**config.mk**
```make
export PLATFORM = sky130hd
export DESIGN_NAME = mdio_c45_regif_bridge_flat
export DESIGN_NICKNAME = d
export VERILOG_FILES = /design/src/rtl/mdio_c45_regif_bridge_if.sv /design/src/rtl/mdio_c45_regif_bridge.sv /design/src/flat_wrapper.sv
export SDC_FILE = /design/constraint.sdc
export NUM_CORES = 1
export LEC_CHECK = 0
export CAP_MARGIN = 25
export CORE_UTILIZATION = 45
export CTS_BUF_LIST = sky130_fd_sc_hd__clkbuf_4
export DETAILED_ROUTE_END_ITERATION = 12
export GPL_ROUTABILITY_DRIVEN = 1
export HOLD_SLACK_MARGIN = 0.12
export PLACE_DENSITY = 0.71
export SLEW_MARGIN = 20
export SYNTH_ARGS = -nofsm -noshare
export SYNTH_HDL_FRONTEND = slang
export SYNTH_SLANG_ARGS = --single-unit
export TNS_END_PERCENT = 30
```
**constraint.sdc**
```tcl
create_clock -name clk_25m -period 4.1 [get_ports clk_25m]
set_clock_uncertainty 0.1 [all_clocks]
set_input_delay 0.41 -clock clk_25m [delete_from_list [all_inputs] [get_ports clk_25m]]
set_output_delay 0.41 -clock clk_25m [all_outputs]
set_load 0.005 [all_outputs]
```
**src/rtl/mdio_c45_regif_bridge_if.sv**
```systemverilog
`timescale 1ns/1ps
`default_nettype none
// ============================================================================
// Module   : mdio_c45_regif_bridge_if
// Purpose  : Bundles the frame-input, register-bus and response signals of
//            the MDIO clause-45 register-interface bridge.
//            master = bridge side, slave = frame source / register target.
// Revision : 1.0 - initial release
// ============================================================================
interface mdio_c45_regif_bridge_if #(
  parameter int DATA_W = 16,
  parameter int REG_AW = 16,
  parameter int DEV_W  = 5
) ();
  // Frame input
  logic [13:0]             in_info;
  logic                    in_info_en;
  logic [DATA_W-1:0]       in_data;
  logic                    in_data_en;
  // Register bus
  logic [DATA_W-1:0]       reg_if_rdata;
  logic                    reg_if_ready;
  logic [DEV_W+REG_AW-1:0] reg_if_addr;
  logic [DATA_W-1:0]       reg_if_wdata;
  logic                    reg_if_valid;
  logic                    reg_if_we;
  // Response
  logic [DATA_W-1:0]       resp_rdata;
  logic                    resp_ready;
  logic                    resp_err;

  modport master (
    input  in_info, in_info_en, in_data, in_data_en, reg_if_rdata, reg_if_ready,
    output reg_if_addr, reg_if_wdata, reg_if_valid, reg_if_we,
           resp_rdata, resp_ready, resp_err
  );

  modport slave (
    output in_info, in_info_en, in_data, in_data_en, reg_if_rdata, reg_if_ready,
    input  reg_if_addr, reg_if_wdata, reg_if_valid, reg_if_we,
           resp_rdata, resp_ready, resp_err
  );
endinterface
`default_nettype wire

```
**src/rtl/mdio_c45_regif_bridge.sv**
```systemverilog
`timescale 1ns/1ps
`default_nettype none
// ============================================================================
// Module   : mdio_c45_regif_bridge
// Purpose  : Converts MDIO clause-45 frames (address / write / read /
//            read-post-increment) into single accesses on a simple
//            valid/ready register bus. One address register per MMD.
// Options  : MDIO_BRIDGE_TIMEOUT_EN - abort a bus access that is not
//            acknowledged within TIMEOUT_CYC cycles (all-ones data + error).
// Revision : 1.0 - initial release
// ============================================================================
module mdio_c45_regif_bridge #(
  parameter int DATA_W      = 16,
  parameter int REG_AW      = 16,
  parameter int DEV_W       = 5,
  parameter int NUM_MMD     = 4,
  parameter int TIMEOUT_CYC = 64
) (
  input  logic clk_25m,
  input  logic rst,
  input  logic enable,
  output logic busy,
  mdio_c45_regif_bridge_if.master bus
);

  localparam logic [1:0] OP_ADDR  = 2'b00;
  localparam logic [1:0] OP_WRITE = 2'b01;
  localparam logic [1:0] OP_RDINC = 2'b10;
  localparam int         IDX_W    = (NUM_MMD > 1) ? $clog2(NUM_MMD) : 1;

  typedef enum logic [1:0] {
    ST_IDLE      = 2'd0,
    ST_WAIT_DATA = 2'd1,
    ST_ISSUE     = 2'd2
  } state_t;

  state_t r_state;
  state_t w_state_nxt;

  // Latched frame context
  logic [1:0]             r_op;
  logic [DEV_W-1:0]       r_devad;

  // Output registers
  logic [DEV_W+REG_AW-1:0] r_addr_out;
  logic [DATA_W-1:0]       r_wdata;
  logic                    r_valid;
  logic                    r_we;
  logic [DATA_W-1:0]       r_rdata;
  logic                    r_resp_ready;
  logic                    r_resp_err;

  // FSM action strobes
  logic w_hdr_take;
  logic w_err;
  logic w_addr_load;
  logic w_wdata_load;
  logic w_start;
  logic w_done;
  logic w_tmo;
  logic w_tmo_hit;
  logic w_incr;

  // Header decode
  logic [1:0]        w_hdr_op;
  logic [DEV_W-1:0]  w_hdr_dev;
  logic              w_hdr_dev_ok;
  logic              w_unused_info;

  assign w_hdr_op      = bus.in_info[11:10];
  assign w_hdr_dev     = bus.in_info[DEV_W-1:0];
  assign w_hdr_dev_ok  = (int'(w_hdr_dev) < NUM_MMD);
  assign w_unused_info = ^{bus.in_info[13:12], bus.in_info[9:DEV_W]};

  // Reads launch straight from the header, writes from the latched context
  logic [DEV_W-1:0]  w_sel_dev;
  logic [IDX_W-1:0]  w_sel_idx;
  logic [REG_AW-1:0] w_addr_arr [NUM_MMD];

  assign w_sel_dev = (r_state == ST_IDLE) ? w_hdr_dev : r_devad;
  assign w_sel_idx = w_sel_dev[IDX_W-1:0];
  assign w_incr    = w_done && (r_op == OP_RDINC);

  generate
    for (genvar gi = 0; gi < NUM_MMD; gi++) begin : g_mmd
      logic [REG_AW-1:0] r_addr;
      logic              w_hit;

      assign w_hit = (r_devad == DEV_W'(gi));

      // Per-MMD address register: loaded by address frames, bumped by read-post-increment
      always_ff @(posedge clk_25m or posedge rst) begin
        if (rst) begin
          r_addr <= '0;
        end else if (w_hit && w_addr_load) begin
          r_addr <= bus.in_data[REG_AW-1:0];
        end else if (w_hit && w_incr) begin
          r_addr <= r_addr + REG_AW'(1);
        end
      end

      assign w_addr_arr[gi] = r_addr;
    end
  endgenerate

`ifdef MDIO_BRIDGE_TIMEOUT_EN
  localparam int TO_W = $clog2(TIMEOUT_CYC + 1);
  logic [TO_W-1:0] r_to_cnt;

  // Counts unacknowledged ISSUE cycles; restarts on every new access
  always_ff @(posedge clk_25m or posedge rst) begin
    if (rst) begin
      r_to_cnt <= '0;
    end else if (w_start || (r_state != ST_ISSUE)) begin
      r_to_cnt <= '0;
    end else if (!bus.reg_if_ready) begin
      r_to_cnt <= r_to_cnt + TO_W'(1);
    end
  end

  assign w_tmo_hit = (r_to_cnt == TO_W'(TIMEOUT_CYC - 1));
`else
  assign w_tmo_hit = 1'b0;
`endif

  // State register
  always_ff @(posedge clk_25m or posedge rst) begin
    if (rst) begin
      r_state <= ST_IDLE;
    end else begin
      r_state <= w_state_nxt;
    end
  end

  // Next-state and action strobes; enable low flushes to IDLE with no actions
  always_comb begin
    w_state_nxt  = r_state;
    w_hdr_take   = 1'b0;
    w_err        = 1'b0;
    w_addr_load  = 1'b0;
    w_wdata_load = 1'b0;
    w_start      = 1'b0;
    w_done       = 1'b0;
    w_tmo        = 1'b0;
    if (!enable) begin
      w_state_nxt = ST_IDLE;
    end else begin
      case (r_state)
        ST_IDLE: begin
          if (bus.in_info_en) begin
            if (w_hdr_dev_ok) begin
              w_hdr_take = 1'b1;
              if ((w_hdr_op == OP_ADDR) || (w_hdr_op == OP_WRITE)) begin
                w_state_nxt = ST_WAIT_DATA;
              end else begin
                w_start     = 1'b1;
                w_state_nxt = ST_ISSUE;
              end
            end else begin
              w_err = 1'b1;
            end
          end
        end
        ST_WAIT_DATA: begin
          w_err = bus.in_info_en;
          if (bus.in_data_en) begin
            if (r_op == OP_ADDR) begin
              w_addr_load = 1'b1;
              w_state_nxt = ST_IDLE;
            end else begin
              w_wdata_load = 1'b1;
              w_start      = 1'b1;
              w_state_nxt  = ST_ISSUE;
            end
          end
        end
        ST_ISSUE: begin
          w_err = bus.in_info_en;
          if (bus.reg_if_ready) begin
            w_done      = 1'b1;
            w_state_nxt = ST_IDLE;
          end else if (w_tmo_hit) begin
            w_tmo       = 1'b1;
            w_state_nxt = ST_IDLE;
          end
        end
        default: begin
          w_state_nxt = ST_IDLE;
        end
      endcase
    end
  end

  // Datapath and output registers driven by the FSM strobes
  always_ff @(posedge clk_25m or posedge rst) begin
    if (rst) begin
      r_op         <= '0;
      r_devad      <= '0;
      r_addr_out   <= '0;
      r_wdata      <= '0;
      r_valid      <= 1'b0;
      r_we         <= 1'b0;
      r_rdata      <= '0;
      r_resp_ready <= 1'b0;
      r_resp_err   <= 1'b0;
    end else begin
      r_resp_ready <= 1'b0;
      r_resp_err   <= w_err;
      if (!enable) begin
        r_valid <= 1'b0;
        r_we    <= 1'b0;
      end
      if (w_hdr_take) begin
        r_op    <= w_hdr_op;
        r_devad <= w_hdr_dev;
      end
      if (w_wdata_load) begin
        r_wdata <= bus.in_data;
      end
      if (w_start) begin
        r_valid    <= 1'b1;
        r_we       <= (r_state == ST_WAIT_DATA);
        r_addr_out <= {w_sel_dev, w_addr_arr[w_sel_idx]};
      end
      if (w_done) begin
        r_valid      <= 1'b0;
        r_we         <= 1'b0;
        r_resp_ready <= 1'b1;
        if (!r_we) begin
          r_rdata <= bus.reg_if_rdata;
        end
      end
      if (w_tmo) begin
        r_valid      <= 1'b0;
        r_we         <= 1'b0;
        r_resp_ready <= 1'b1;
        r_resp_err   <= 1'b1;
        r_rdata      <= '1;
      end
    end
  end

  assign busy             = (r_state != ST_IDLE);
  assign bus.reg_if_addr  = r_addr_out;
  assign bus.reg_if_wdata = r_wdata;
  assign bus.reg_if_valid = r_valid;
  assign bus.reg_if_we    = r_we;
  assign bus.resp_rdata   = r_rdata;
  assign bus.resp_ready   = r_resp_ready;
  assign bus.resp_err     = r_resp_err;

endmodule
`default_nettype wire

```
**src/flat_wrapper.sv**
```systemverilog
// flat-port wrapper written by rule: the top's interface ports become plain ports
module mdio_c45_regif_bridge_flat 
#(
  parameter int DATA_W      = 16,
  parameter int REG_AW      = 16,
  parameter int DEV_W       = 5,
  parameter int NUM_MMD     = 4,
  parameter int TIMEOUT_CYC = 64
)
  (clk_25m, rst, enable, busy, bus_in_info, bus_in_info_en, bus_in_data, bus_in_data_en, bus_reg_if_rdata, bus_reg_if_ready, bus_reg_if_addr, bus_reg_if_wdata, bus_reg_if_valid, bus_reg_if_we, bus_resp_rdata, bus_resp_ready, bus_resp_err);
  mdio_c45_regif_bridge_if #(.DATA_W(DATA_W), .REG_AW(REG_AW), .DEV_W(DEV_W)) bus_i ();
  input  logic clk_25m;
  input  logic rst;
  input  logic enable;
  output logic busy;
  input wire logic [$bits(bus_i.in_info)-1:0] bus_in_info;
  input wire logic [$bits(bus_i.in_info_en)-1:0] bus_in_info_en;
  input wire logic [$bits(bus_i.in_data)-1:0] bus_in_data;
  input wire logic [$bits(bus_i.in_data_en)-1:0] bus_in_data_en;
  input wire logic [$bits(bus_i.reg_if_rdata)-1:0] bus_reg_if_rdata;
  input wire logic [$bits(bus_i.reg_if_ready)-1:0] bus_reg_if_ready;
  output wire logic [$bits(bus_i.reg_if_addr)-1:0] bus_reg_if_addr;
  output wire logic [$bits(bus_i.reg_if_wdata)-1:0] bus_reg_if_wdata;
  output wire logic [$bits(bus_i.reg_if_valid)-1:0] bus_reg_if_valid;
  output wire logic [$bits(bus_i.reg_if_we)-1:0] bus_reg_if_we;
  output wire logic [$bits(bus_i.resp_rdata)-1:0] bus_resp_rdata;
  output wire logic [$bits(bus_i.resp_ready)-1:0] bus_resp_ready;
  output wire logic [$bits(bus_i.resp_err)-1:0] bus_resp_err;
  assign bus_i.in_info = bus_in_info;
  assign bus_i.in_info_en = bus_in_info_en;
  assign bus_i.in_data = bus_in_data;
  assign bus_i.in_data_en = bus_in_data_en;
  assign bus_i.reg_if_rdata = bus_reg_if_rdata;
  assign bus_i.reg_if_ready = bus_reg_if_ready;
  assign bus_reg_if_addr = bus_i.reg_if_addr;
  assign bus_reg_if_wdata = bus_i.reg_if_wdata;
  assign bus_reg_if_valid = bus_i.reg_if_valid;
  assign bus_reg_if_we = bus_i.reg_if_we;
  assign bus_resp_rdata = bus_i.resp_rdata;
  assign bus_resp_ready = bus_i.resp_ready;
  assign bus_resp_err = bus_i.resp_err;
  mdio_c45_regif_bridge #(.DATA_W(DATA_W), .REG_AW(REG_AW), .DEV_W(DEV_W), .NUM_MMD(NUM_MMD), .TIMEOUT_CYC(TIMEOUT_CYC)) u_core (.clk_25m(clk_25m), .rst(rst), .enable(enable), .busy(busy), .bus(bus_i));
endmodule
```
==> results.ini, run 1 <==
[floorplanning]
ioPinCount = 110
die_w_um = 128.0
die-area_sq_mm = 0.01638
core-area_sq_mm = 0.01537
rows = 45
start_util_pct = 46.47
chipHeight_um = 128.0

[setup_path]
rr_worst_depth = 8
cp-start-kind = flop
reg2reg_slack_ps = 1220
cp-end-kind = flop
r2r_start = u_core.r_state[0]
worstPathArrival_ps = 3230
worstSetupPathType = reg -> reg
cp.required_ps = 4450
regToRegEndpoint = u_core.g_mmd[3].r_addr[15]
crit_fanout = 11

[placed_design]
postPlaceCellArea_sq_mm = 0.008289
port_buffers = 102
dp_hpwl_um = 13920
gp_congestion = 0.9069
post-place-ws_ps = 958.5

[clocking]
cts_buffer_depth = 2
cts.sinks = 130
cts.clk_slew.worst_paths_ps = 120
cts_buffers = 17
tritoncts = built
clockRootBuffer = clkbuf_4
clock_latency_ps = 560
cts.htree.levels = 4
ctsResizeCount = 0
holdBufCountCts = 0
cts_setup_buffers = 0

[synthesis]
dominantRegCellSynth = dfrtp_1
synthSimpleGateAreaFrac_pct = 14.45
synthTopCellsByArea = dfrtp_1 46%, mux2_2 6.9%, o22a_1 4.8%
synth_top_family_by_area = compound AO/OA/AOI/OAI gates
synth_top_cell_by_area = dfrtp_1
synthArstFlopShare_pct = 100.0
synth-adder-area-share_pct = 1.401
synth_cell_type_count = 64
synth_edf_count = 0
synth_xor_area_share_pct = 0
ys_seq_elements = 130
synthMuxAreaShare_pct = 14.96
yosysSeqAreaShare_pct = 45.54
synth_warnings = 0
synth_compound_gate_area_share_pct = 19.44
synth_top_cell_area_share_pct = 45.54
netlist_area_sq_mm = 0.007143
syn-num-nets = 709
syn_area_per_cell_sq_um = 11.01
syn_inst = 649

[finish]
drive_gt1_share_pct = 17.55
nNetsFinal = 799
n_fill_cell = 1328
area_delta_synth_final_pct = 20.53
fin_area_sq_mm = 0.008610

[route]
drtIter0Drc = 542
drt_first_pass_iters = 6
avgViaCountPerCell = 6.331
drt_drc_violations_left = 0
ant_nets = 0
vias = 6103
wl_per_cell_um = 20.35
totalWireLength_um = 19620

[sta]
relSlewSlack_pct = 30.83
worst_slack_ps = 1221
hold_violations = 0
drv_slew = 0
tightest_slew_ps = 1038
fmax_mhz = 347.3
post-route-period-util_pct = 70.22
rsz0062_at_grt = no
finalSetupTns_ps = 0
finalCriticalPeriod_ps = 2879
setup_viol = 0

[run]
max_cap_viol_count = 0

[run_status]
status = finished clean

[pwr]
power.density_mw_per_mm2 = 574.8
leakagePower_nw = 3.563
ir_worst_vdd_v = 0.0003000

[worst_hold_path]
hold_class = in -> async

[grt]
gr-usage-all-layers_pct = 25.08
grt-ovfl-total = 0
antenna_found_initial = 1
first_global_vias = 5859
grt_pass1_wl_um = 31110
grt_max_degree = 69

==> cell type report <==
cell class	instances	area, sq um	share of cell area [%]
Timing Repair Buffer	116	1150	13.36
Clock buffer	18	135.1	1.570
Clock inverter	14	156.4	1.817
Inverter	13	51.30	0.5958
Multi-Input combinational cell	461	3597	41.78
Sequential cell	130	3253	37.79
Tap cell	211	264.0	3.066
Antenna cell	1	2.502	0.02907
==> state kept, by name, summed over array words and instances (netlist names) <==
signal,flops
u_core.bus.reg_if_addr,21
u_core.bus.reg_if_valid,1
u_core.bus.reg_if_wdata,16
u_core.bus.reg_if_we,1
u_core.bus.resp_err,1
u_core.bus.resp_rdata,16
u_core.bus.resp_ready,1
u_core.g_mmd.r_addr,64
u_core.r_devad,5
u_core.r_op,2
u_core.r_state,2
==> power by group <==
| part | switching (mW) | internal (mW) | total, mW |
|---|---|---|---|
| logic | 0.769 | 1.05 | 1.82 |
| clock network | 0.521 | 0.375 | 0.896 |
| registers | 0.508 | 1.72 | 2.23 |
==> cell usage after synthesis (2+ instances only) <==
cell,n
nor3_1,10
nor4_4,4
o21a_1,12
nand4_1,15
and3_1,14
a41o_1,2
mux2_4,8
a2bb2oi_1,6
nand2_1,19
buf_4,4
nand3b_1,3
nor2_1,53
a21oi_1,63
dfrtp_1,130
a22oi_1,4
a31oi_1,25
buf_2,18
a22o_1,2
o22a_1,39
nor2b_1,4
mux2i_1,3
inv_1,13
nand3_1,20
and4_1,9
nor2_2,3
o32a_1,2
ha_1,8
o22ai_1,9
mux4_1,7
buf_6,6
a21boi_0,2
clkbuf_1,17
or3_1,2
mux4_2,9
mux2_2,44
o21ai_0,19
nor4_1,2
a41oi_1,9
nor3_2,3
nand2b_1,3
==> worst max-delay path: stages, from the launching register on <==
cell and delay (ps):
dfrtp_1 430, inv_1 100, ha_1 260, nand3_4 220, inv_1 200, nand2_1 380, nor4_1 690, a31oi_1 180
o22a_1 220
==> metal layers <==
metal,wire (um),part of all wire [%],up-vias,global-route usage (%)
li1,-,-,2684,-
met1,8372,43,2999,34.18
met2,8968,46,390,39.39
met3,1950,9.9,30,5.801
met4,325,1.7,0,8.651
met5,0,0,-,0
==> through the flow <==
stage	std cells	hold WS, ps	util (%)	power, mW
floorplan	649	388.6	-	3.213
global placement	929	385.2	53.93	3.955
detailed placement	929	392.7	53.93	4.043
CTS	961	262.8	55.82	4.942
global route	964	314.2	56.01	5.220
finish	964	256.9	56.01	4.948
==> placed cells by master (no fill, tap or decap), types with 3 or more instances in the layout <==
cell type        instances
nor2b_1                  4
a22oi_1                  4
inv_6                    3
nand2_1                 19
nand3b_1                 3
clkdlybuf4s50_1        102
dfrtp_1                130
nor2_2                   3
o21ai_0                 19
clkbuf_4                18
nor3_1                  10
nand2b_1                 3
mux4_2                   9
mux2_4                   8
nand4_1                 15
clkinv_4                 4
ha_1                     8
nand3_1                 20
a31oi_1                 25
o22ai_1                  9
o21a_1                  12
a41oi_1                  9
mux2_2                  44
and3_1                  14
inv_1                   12
a2bb2oi_1                6
nor2_1                  53
buf_4                   11
mux4_1                   7
and4_1                   9
mux2i_1                  3
a21oi_1                 63
clkinvlp_4               4
o22a_1                  39
nor4_4                   4
==> worst max-delay path by stage <==
stage | start | to | slack [ps] | cells after the start
2_1_floorplan | rst | u_core.bus.reg_if_addr[0] | 120 | 1
3_3_place_gp | enable | u_core.g_mmd[0].r_addr[8] | 1010 | 7
3_5_place_dp | enable | u_core.g_mmd[0].r_addr[8] | 960 | 7
4_1_cts | u_core.r_state[0] | u_core.bus.reg_if_addr[11] | 1200 | 5
5_1_grt | u_core.r_state[1] | u_core.g_mmd[0].r_addr[8] | 1040 | 7
6_report | u_core.r_state[0] | u_core.g_mmd[3].r_addr[15] | 1220 | 8
==> kinds of logic after synthesis <==
group                      Yosys count
muxes                               73
and+or+nand+nor                    175
buffers and inverters               58
AOI/OAI and AO/OA                  205
adders and majority gates            8
DFF                                130
Note: power is estimated with default switching activity, not from simulation.
==> run 2, diff against run 1 <==
Clock period 4.1 ns to 2.37 ns, I/O delays scaled along.
==> run 2 against run 1 <==
- core utilization grew 3.1 points
- combinational power grew 87%
- power grew 83%
- sequential cell count is the same
- hold slack lost 81 ps
- cell area grew 5.6%
- critical path type is now reg -> out
- critical endpoint is now busy
- highest routed layer unchanged
==> results.ini, run 2 (same netlist as run 1, synthesis figures left out) <==
[floorplanning]
die_w_um = 128.0  ; unchanged
rows = 45  ; unchanged
core-area_sq_mm = 0.01537  ; unchanged
die-area_sq_mm = 0.01638  ; unchanged
start_util_pct = 46.47  ; unchanged
chipHeight_um = 128.0  ; unchanged
ioPinCount = 110  ; unchanged

[worst_hold_path]
hp-start = bus_reg_if_rdata[13]
worstHoldPathCells = 2
whs_endpoint = u_core.bus.resp_rdata[13]
hold_class = in -> reg  ; was in -> async

[finish]
largest_register_ffs = 64  ; unchanged
fin_area_sq_mm = 0.009090  ; was 0.008610 sq mm
regMostFlops = u_core.g_mmd.r_addr  ; unchanged
final_cell_mix = 130 x dfrtp_1, 102 x clkdlybuf4s50_1, 61 x a21oi_1  ; was 130 x dfrtp_1, 102 x clkdlybuf4s50_1, 63 x a21oi_1
area_delta_synth_final_pct = 27.26  ; was 20.53%
nNetsFinal = 840  ; was 799
drive_gt1_share_pct = 23.11  ; was 17.55%
layout_commonest_cell = dfrtp_1  ; unchanged
final_core_util_pct = 59.14  ; was 56.01%

[route]
totalWireLength_um = 20220  ; was 19620 um
ant_nets = 0  ; unchanged
avgViaCountPerCell = 6.127  ; was 6.331
drt_first_pass_iters = 5  ; was 6
drtIter0Drc = 459  ; was 542
wl_per_cell_um = 20.14  ; was 20.35 um
drt_drc_violations_left = 0  ; unchanged
vias = 6152  ; was 6103

[setup_path]
cp.required_ps = 2030  ; was 4450 ps
crit_family = buffers and inverters  ; was simple AND/OR/NAND/NOR gates
cp-start-kind = flop  ; unchanged
cp-end-kind = output port  ; was flop
cp.depth = 5  ; was 8
path_buf_inv = 4  ; was 2
crit_chain = inv_1 > ha_2 > buf_4 > inv_1 > clkdlybuf4s50_1  ; was inv_1 > ha_1 > nand3_4 > inv_1 > nand2_1 > nor4_1 > a31oi_1 > o22a_1
r2r_start = u_core.r_state[1]  ; was u_core.r_state[0]
reg2reg_slack_ps = 80  ; was 1220 ps
regToRegEndpoint = u_core.bus.reg_if_addr[9]  ; was u_core.g_mmd[3].r_addr[15]
max_stage_delay_ps = 440  ; was 690 ps
crit_slowest_cell = clkdlybuf4s50_1  ; was nor4_1
crit_fanout = 8  ; was 11
rr_worst_depth = 6  ; was 8
crit_path_frequent_cell = inv_1  ; unchanged
worstPathArrival_ps = 1990  ; was 3230 ps
worstSetupPathType = reg -> out  ; was reg -> reg

[clocking]
cts_setup_buffers = 0  ; unchanged
tritoncts = built  ; unchanged
cts.htree.levels = 4  ; unchanged
clockRootBuffer = clkbuf_4  ; unchanged
clock_latency_ps = 560  ; about the same
cts_buffers = 17  ; unchanged
cts.sinks = 130  ; unchanged
cts_buffer_depth = 2  ; unchanged
cts.clk_slew.worst_paths_ps = 120  ; about the same

[sta]
fmax_mhz = 430.3
hold_violations = 0  ; unchanged
rsz0062_at_grt = yes  ; was no
finalCriticalPeriod_ps = 2324
post-route-period-util_pct = 98.06
relSlewSlack_pct = 53.13  ; was 30.83%
setup_viol = 0  ; unchanged
drv_slew = 0  ; unchanged
tightest_slew_ps = 703.0  ; was 1038 ps

[grt]
grt_pass1_wl_um = 31910  ; was 31110 um
gr-usage-all-layers_pct = 25.76  ; was 25.08%
grt_max_degree = 53  ; was 69
first_global_vias = 5986  ; was 5859
grt-ovfl-total = 0  ; unchanged
antenna_found_initial = 1  ; unchanged

[run_status]
status = finished clean  ; unchanged

[placed_design]
dp_hpwl_um = 14800  ; was 13920 um
port_buffers = 102  ; unchanged
gp_congestion = 0.8903  ; was 0.9069
postPlaceCellArea_sq_mm = 0.008668  ; was 0.008289 sq mm

[pwr]
ir_worst_vdd_v = 0.0004056  ; was 0.0003000 V
power.density_mw_per_mm2 = 994.6  ; was 574.8 mW/mm^2
leakagePower_nw = 3.821  ; was 3.563 nW
fin_total_pwr_mw = 9.041  ; was 4.948 mW

[run]
max_cap_viol_count = 0  ; unchanged

==> run 2: cell count changes in the layout (fill, tap and decap cells not counted), sizes merged <==
cell	previous run	this run
clkinvlp	4	2
dlygate4sd3	0	1
bufinv	2	5
clkbuf	18	17
clkinv	5	7
buf	14	54
inv	16	13
==> run 2: metrics by stage <==
stage | setup TNS, ps | hold slack [ps] | std cells | setup slack [ps]
final | 0 | 175.5 | 1004 | 46.04
after global routing | -92.17 | 139.2 | 1004 | -89.94
after CTS | -16.94 | 129.1 | 1003 | -16.94
after detailed placement | -119.9 | 392.6 | 971 | -40.38
after global placement | 0 | 384.6 | 971 | 19.94
after floorplan | 0 | 226.8 | 649 | 54.56
==> run 2: layout make-up <==
cell class,count,area [sq um]
diodes,1,2.502
clock buffers,17,127.6
clock inverters,14,212.7
fillers,1312,6281
inverters,13,52.55
multi-input cells,461,3659
flip-flops and latches,130,3253
well taps,211,264.0
repair buffers,157,1519
==> run 2: how the worst max path moves through the flow <==
stage                       from                        end  slack (ps)
6_report       u_core.r_state[1]                       busy          50
5_1_grt        u_core.r_state[0]                       busy         -90
4_1_cts        u_core.r_state[1]                       busy         -20
3_5_place_dp      bus_in_data_en  u_core.g_mmd[0].r_addr[6]         -40
3_3_place_gp      bus_in_data_en  u_core.g_mmd[1].r_addr[6]          20
2_1_floorplan  u_core.r_state[0]  u_core.bus.reg_if_addr[3]          50
==> run 2: worst reg2reg max path: stages (launching register included) <==
cell	delay, ps
dfrtp_1	400
inv_1	90
ha_2	250
mux2i_4	290
buf_12	170
mux4_1	610
mux2_2	290
==> run 2: report_power, final <==
group          internal, mW  switching (mW)
sequential             2.98           0.841
clock                 0.936           0.878
combinational          1.99            1.42
==> run 2: per-layer routing <==
layer	routed length (um)	part of all wire, %	vias up	GRT usage (%)
li1	-	-	2761	-
met1	8819	44	3064	34.37
met2	9400	46	297	40.41
met3	1706	8.4	30	6.928
met4	295	1.5	0	9.343
met5	0	0	-	0
==> run 2: timing repair <==
item	CTS	global route
hold buffers	1	0
endpoints found under the hold margin	16	0
setup endpoints to repair	17	51
gates resized for setup	2	18
==> run 3, diff against run 2 <==
Settings changed: CAP_MARGIN 25 to unset.
==> results of run 3 <==
Final layout, timing and power as in run 2 (identical DEF).
